$ cat src/rtl/nibble_fifo.sv
// nibble_fifo: small synchronous FIFO with registered read data.
// rd_data/rd_valid feed a downstream enabled register directly.
module nibble_fifo #(
  parameter int WIDTH = 4,
  parameter int DEPTH = 4
) (
  input  logic                       clk,
  input  logic                       rst,
  input  logic                       wr_en,
  input  logic [WIDTH-1:0]           wr_data,
  input  logic                       rd_en,
  output logic [WIDTH-1:0]           rd_data,
  output logic                       rd_valid,
  output logic                       full,
  output logic                       empty,
  output logic [$clog2(DEPTH):0]     count,
  output logic                       overflow,
  output logic                       underflow
);

  localparam int AW = $clog2(DEPTH);
  localparam int CW = AW + 1;
  localparam logic [AW-1:0] PINC = AW'(1);
  localparam logic [CW-1:0] CINC = CW'(1);
  localparam logic [CW-1:0] CMAX = CW'(DEPTH);

  logic [WIDTH-1:0] mem [DEPTH];
  logic [AW-1:0]    wr_ptr;
  logic [AW-1:0]    rd_ptr;
  logic             wr_acc;
  logic             rd_acc;

  assign full   = (count == CMAX);
  assign empty  = (count == '0);
  assign wr_acc = wr_en & ~full;
  assign rd_acc = rd_en & ~empty;

  // Storage is not reset; gating on rst keeps writes out while held.
  always_ff @(posedge clk) begin
    if (wr_acc && rst) begin
      mem[wr_ptr] <= wr_data;
    end
  end

  always_ff @(posedge clk or negedge rst) begin
    if (!rst) begin
      wr_ptr    <= '0;
      rd_ptr    <= '0;
      count     <= '0;
      rd_data   <= '0;
      rd_valid  <= 1'b0;
      overflow  <= 1'b0;
      underflow <= 1'b0;
    end else begin
      rd_valid <= rd_acc;
      if (wr_acc) begin
        wr_ptr <= wr_ptr + PINC;
      end
      if (rd_acc) begin
        rd_ptr  <= rd_ptr + PINC;
        rd_data <= mem[rd_ptr];
      end
      unique case ({wr_acc, rd_acc})
        2'b10:   count <= count + CINC;
        2'b01:   count <= count - CINC;
        default: count <= count;
      endcase
      if (wr_en && full) begin
        overflow <= 1'b1;
      end
      if (rd_en && empty) begin
        underflow <= 1'b1;
      end
    end
  end

endmodule
$ cat config.mk
export PLATFORM = sky130hd
export DESIGN_NAME = nibble_fifo
export DESIGN_NICKNAME = d
export VERILOG_FILES = /design/src/rtl/nibble_fifo.sv
export SDC_FILE = /design/constraint.sdc
export NUM_CORES = 1
export LEC_CHECK = 0
export ABC_CLOCK_PERIOD_IN_PS = 5400
export CAP_MARGIN = 20
export CORE_MARGIN = 2
export CORE_UTILIZATION = 45
export CTS_BUF_LIST = sky130_fd_sc_hd__clkbuf_8
export CTS_CLUSTER_SIZE = 20
export DETAILED_ROUTE_END_ITERATION = 10
export PLACE_DENSITY = 0.69
export SYNTH_ARGS = -nofsm -noshare
export SYNTH_HDL_FRONTEND = slang
export SYNTH_SLANG_ARGS = --single-unit
$ cat constraint.sdc
create_clock -name clk -period 5.4 [get_ports clk]
set_input_delay 1.08 -clock clk [delete_from_list [all_inputs] [get_ports clk]]
set_output_delay 1.08 -clock clk [all_outputs]
set_load 0.02 [all_outputs]
==> run metrics, run 1 <==
setup bufs post-CTS 0; Sequential Area 831 um2; mux contribution to synthesized area 0.0907; clock tree buffer depth 2; initial core utilization 0.468; Max Cap Violations 0; Post-Synth XOR/XNOR Area 0.0414; hold buffer count at CTS 0; setup repair after global routing missed its margin false; share of the synthesized area in the top cell type 0.379; Reg-to-Reg End count[2]; Critical Path Sink Type output port; outcome complete, no violations; largest family of logic cells by synthesized area simple AND/OR/NAND/NOR gates; Synth Area in Simple Gates 0.0937; Tmin final 2800 ps; Fmax 357 MHz; WL/cell 13.4 um; CTS clk-pin slew, worst paths 60 ps; Final Max Slew Viols 0; Die Ht 57.1 um; cells after synthesis 80; DRC viols 0; placed cell count 129; CP Class reg2out; core area 2710 um2; final setup fails 0; mean number of vias per cell 4.96; pre-CTS WS 2370 ps; Synth Area in Compound Gates 0.0296; total gr overflow 0; Worst-Margin Slew 701 ps; Post-DP HPWL 1410 um; Worst Setup SP count[2]; Hold/Removal Path Class reg2reg; register area share after synthesis 0.655; final hold vios 0; Post-Layout Inst Area 1570 um2; Pleak 0.652 nW; DRT Pass-1 Iters 4; TritonCTS buffer count 5; Cell Pwr Density 552 nW/um2; reg-to-reg critical path startpoint count[2]; clk_lat worst skew 280 ps; Yosys cell types 22; # IOs 20; Syn Std Cell Area 1270 um2; Starting DRT DRC Count 21; final setup TNS 0 ps; Chip Width 57.1 um; Final ANT Viol Nets 0; CTS Sinks 30; antenna violations before repair 0; Yosys warning total 0; Slew HR 0.531; Worst Skew 3.50 ps; Final Util 0.581; Worst R2R Path Depth 9; # H-tree levels 2; reg2reg setup slack 3300 ps; number of global-route vias before repair 692; CP startpoint kind register; site row count 19; post-synthesis adder-cell area fraction 0.0651; Tcrit/Tclk final 0.518; TritonCTS clock tree yes; Placement Cell Area 1490 um2; Area contributors post-synth edfxtp_1 (38%), dfrtp_1 (28%), mux4_2 (7.1%); area grow syn2layout 24.1%; VDD IR max 0.346 mV; pin count of the biggest net entering global routing 19; number of synthesized register bits 30; Nets 119; die area 3260 um2; fillers 238; Multi-input gate area 407 um2; top cell type by total area after synthesis edfxtp_1; IO Port Bufs 19; Worst Path Max Fanout 5; Tot GR Track Use 0.136; post_cts resized 0; worst setup margin 2600 ps; Post-Route WL 1840 um; Root Driver clkbuf_8; WP data arrival 1720 ps; CP Data Required Time 4320 ps; layout cells sized above 1 0.179; syn nets 94; Finished Layout Cells 137; global-route wire length before repair 3120 um; gp weighted congestion 0.773; vias after detailed routing 679; Setup crit end full; Synth Area per Inst 15.9 um2; # diodes 0
[stage by stage]
stage / total power [mW] / hold slack [ps]
after floorplan: 0.590 / 530
after global placement: 0.712 / 437
after detailed placement: 0.720 / 451
after CTS: 0.883 / 465
after global routing: 0.930 / 474
final: 0.869 / 460
[sequential cells by signal, indices dropped and copies added, names as in the netlist]
| signal | flops |
|---|---|
| count | 3 |
| wr_ptr | 2 |
| overflow | 1 |
| rd_valid | 1 |
| rd_data | 4 |
| mem | 16 |
| rd_ptr | 2 |
| underflow | 1 |
[worst max-delay path, cell delays in order (launching register included)]
cell and delay, ps:
dfrtp_1 480, nor3b_4 310, clkdlybuf4s50_1 650
[power by group]
part | internal [mW] | switching, mW
Combinational | 0.177 | 0.153
Sequential | 0.309 | 0.0686
Clock | 0.0862 | 0.0750
[logic make-up (layout without fill, tap and decap cells)]
group | Yosys count | in the layout
flops | 30 | 30
compound gates | 3 | 3
fa+ha+maj | 6 | 6
mux | 6 | 6
buf+inv | 8 | 34
simple gates | 21 | 21
xor+xnor | 6 | 6
[how the worst min path moves through the flow]
stage	start	to	slack [ps]	cells past startpoint
after CTS	overflow	overflow	460	1
after global placement	underflow	underflow	440	1
after detailed placement	underflow	underflow	450	1
final	overflow	overflow	460	1
after floorplan	rd_ptr[1]	rd_ptr[1]	530	1
after global routing	overflow	overflow	470	1
[cell usage in the layout, fill, tap and decap left out, types with 2 or more instances in the layout]
master,netlist,routed
dfrtp_1,14,14
xnor2_1,4,4
clkdlybuf4s50_1,0,19
ha_1,5,5
nand2_1,13,13
edfxtp_1,16,16
mux4_2,4,4
and3_2,3,3
xor2_1,2,2
clkbuf_8,0,5
inv_1,6,7
[layer usage]
layer | up-vias | GRT usage | wire, um
met3 | 7 | 0.0499 | 105
li1 | 327 | - | -
met4 | 0 | 0.0997 | 55
met5 | - | 0 | 0
met2 | 16 | 0.207 | 878
met1 | 329 | 0.159 | 796
[cell usage after synthesis]
master,number
edfxtp_1,16
dfrtp_1,14
nand2_1,13
inv_1,6
ha_1,5
mux4_2,4
xnor2_1,4
and3_2,3
xor2_1,2
a21o_1,1
a21o_2,1
and3_1,1
buf_2,1
fa_1,1
inv_2,1
mux2_4,1
mux2i_1,1
nor2_1,1
nor2b_4,1
nor3_1,1
nor3b_4,1
o31ai_4,1
[layout make-up]
class                   count  area share
clock inverters             3     0.00795
repair buffers             19       0.121
well taps                  31      0.0246
clock buffers               5      0.0437
inverters                   7      0.0167
flip-flops and latches     30       0.528
multi-input cells          42       0.258
(Power assumes the default switching activity.)
==> run 2, diff against run 1 <==
Settings changed: ABC_CLOCK_PERIOD_IN_PS 5400 to 2300, PLACE_DENSITY 0.69 to 0.71.
Clock period 5.4 ns to 2.3 ns, I/O delays scaled along.
==> run metrics, run 2 (synthesized netlist as in run 1, its figures left out) <==
Seq pwr share 0.427 (was 0.434); most common cell after layout, fill and taps aside clkdlybuf4s50_1 (unchanged); Worst R2R Path Depth 9 (unchanged); Slew HR 0.777 (was 0.531); Worst-Margin Slew 334 ps (was 701 ps); setup bufs post-CTS 0 (unchanged); Clk pwr share 0.187 (was 0.186); pin count of the biggest net entering global routing 13 (was 19); Worst Path Max Fanout 5 (unchanged); core area 2710 um2 (unchanged); CTS Sinks 30 (unchanged); highest-count cells in the layout ignoring fill and taps clkdlybuf4s50_1 (19), edfxtp_1 (16), dfrtp_1 (14) (unchanged); vias after detailed routing 672 (was 679); final hold vios 0 (unchanged); Final Max Slew Viols 0 (unchanged); Fmax 459 MHz; Placement Cell Area 1520 um2 (was 1490 um2); CP cell instances nor3b_4 > clkdlybuf4s50_1 (unchanged); total gr overflow 0 (unchanged); reg-to-reg critical path startpoint count[2] (unchanged); internal power 1.36 mW (was 0.572 mW); final setup TNS 0 ps (unchanged); # diodes 0 (unchanged); Die Ht 57.1 um (unchanged); placed cell count 132 (was 129); CP startpoint kind register (unchanged); Reg-to-Reg End count[2] (unchanged); site row count 19 (unchanged); hold buffer count at CTS 0 (unchanged); Worst path max stage delay 650 ps (about the same); Chip Width 57.1 um (unchanged); Worst Skew 4.64 ps (was 3.50 ps); CP Class reg2out (unchanged); VDD IR max 0.776 mV (was 0.346 mV); # H-tree levels 2 (unchanged); Final ANT Viol Nets 0 (unchanged); initial core utilization 0.468 (unchanged); Post-DP HPWL 1540 um (was 1410 um); post_cts resized 0 (unchanged); combinational fraction of design power 0.386 (was 0.381); Worst Setup SP count[2] (unchanged); switching share of power 0.346 (was 0.342); mean number of vias per cell 4.80 (was 4.96); final setup fails 0 (unchanged); DRC viols 0 (unchanged); Tmin final 2180 ps; gp weighted congestion 0.687 (was 0.773); Root Driver clkbuf_8 (unchanged); setup repair after global routing missed its margin false (unchanged); largest register by flop count mem (unchanged); number of global-route vias before repair 735 (was 692); TritonCTS clock tree yes (unchanged); top flop regs mem (16), rd_data (4), count (3) (unchanged); TritonCTS buffer count 5 (unchanged); DRT Pass-1 Iters 4 (unchanged); layout cells sized above 1 0.202 (was 0.179); Pleak 0.666 nW (was 0.652 nW); WP data arrival 1720 ps (about the same); sw power 0.719 mW (was 0.297 mW); Max Cap Violations 0 (unchanged); Post-Layout Inst Area 1600 um2 (was 1570 um2); slowest library cell on the worst path clkdlybuf4s50_1 (unchanged); Nets 122 (was 119); reg2reg setup slack 240 ps (was 3300 ps); Hold/Removal Path Class in2async (was reg2reg); IO Port Bufs 19 (unchanged); CTS clk-pin slew, worst paths 60 ps (about the same); max FFs per register 16 (unchanged); clock tree buffer depth 2 (unchanged); Cell Pwr Density 1300 nW/um2 (was 552 nW/um2); Critical Path Sink Type output port (unchanged); Tot GR Track Use 0.149 (was 0.136); Tcrit/Tclk final 0.948; CP Data Required Time 1840 ps (was 4320 ps); WL/cell 15.1 um (was 13.4 um); Final Util 0.589 (was 0.581); clk_lat worst skew 280 ps (about the same); die area 3260 um2 (unchanged); global-route wire length before repair 3480 um (was 3120 um); Finished Layout Cells 140 (was 137); outcome complete, no violations (unchanged); worst hold margin 416 ps (was 460 ps); antenna violations before repair 0 (unchanged); Starting DRT DRC Count 21 (unchanged); area grow syn2layout 25.8% (was 24.1%); # IOs 20 (unchanged); Post-Route WL 2110 um (was 1840 um); fillers 222 (was 238)
run 2: cell types whose count changed in the layout (fill, tap and decap cells not counted):
| cell | change |
|---|---|
| buf_4 | +3 |
run 2: through the flow:
stage                     total power [mW]  worst slack (ps)
after global placement                1.68               117
after detailed placement              1.71              57.6
final                                 2.08               119
after floorplan                       1.39               133
after CTS                             2.11               101
after global routing                  2.21              27.6
run 2: cell type report:
cell class / instances / area, um2 / share of cell area
clock inverter: 3 / 12.5 / 0.00784
sequential: 30 / 831 / 0.520
tap: 31 / 38.8 / 0.0243
clock buffer: 5 / 68.8 / 0.0431
timing repair buffer: 22 / 213 / 0.133
inverter: 7 / 26.3 / 0.0165
multi-input combinational: 42 / 407 / 0.255
run 2: critical path, delay by kind of cell (launching register included):
kind          cells  cell delay (ps)
buf+inv           1              650
flops             1              470
simple gates      1              320
run 2: worst max path at each step:
stage                to  slack [ps]  depth (start not counted)
6_report           full         120                          2
5_1_grt            full          30                          2
4_1_cts            full         100                          2
3_5_place_dp   count[2]          60                          9
3_3_place_gp   count[2]         120                          9
2_1_floorplan  count[2]         130                          9
run 2: layer usage:
layer,track usage,vias to the layer above,wire length [um]
met5,0,-,0
met4,0.0598,0,19
met3,0.0703,4,116
met2,0.232,17,1040
met1,0.182,318,939
li1,-,333,-
run 2: power by group through the flow:
stage               logic, mW  registers, mW  clock network (mW)
finish                  0.801          0.887               0.388
floorplan               0.432          0.953                   0
global placement        0.787          0.891                   0
detailed placement      0.806          0.902                   0
CTS                     0.814          0.893               0.399
global route            0.871          0.917               0.424
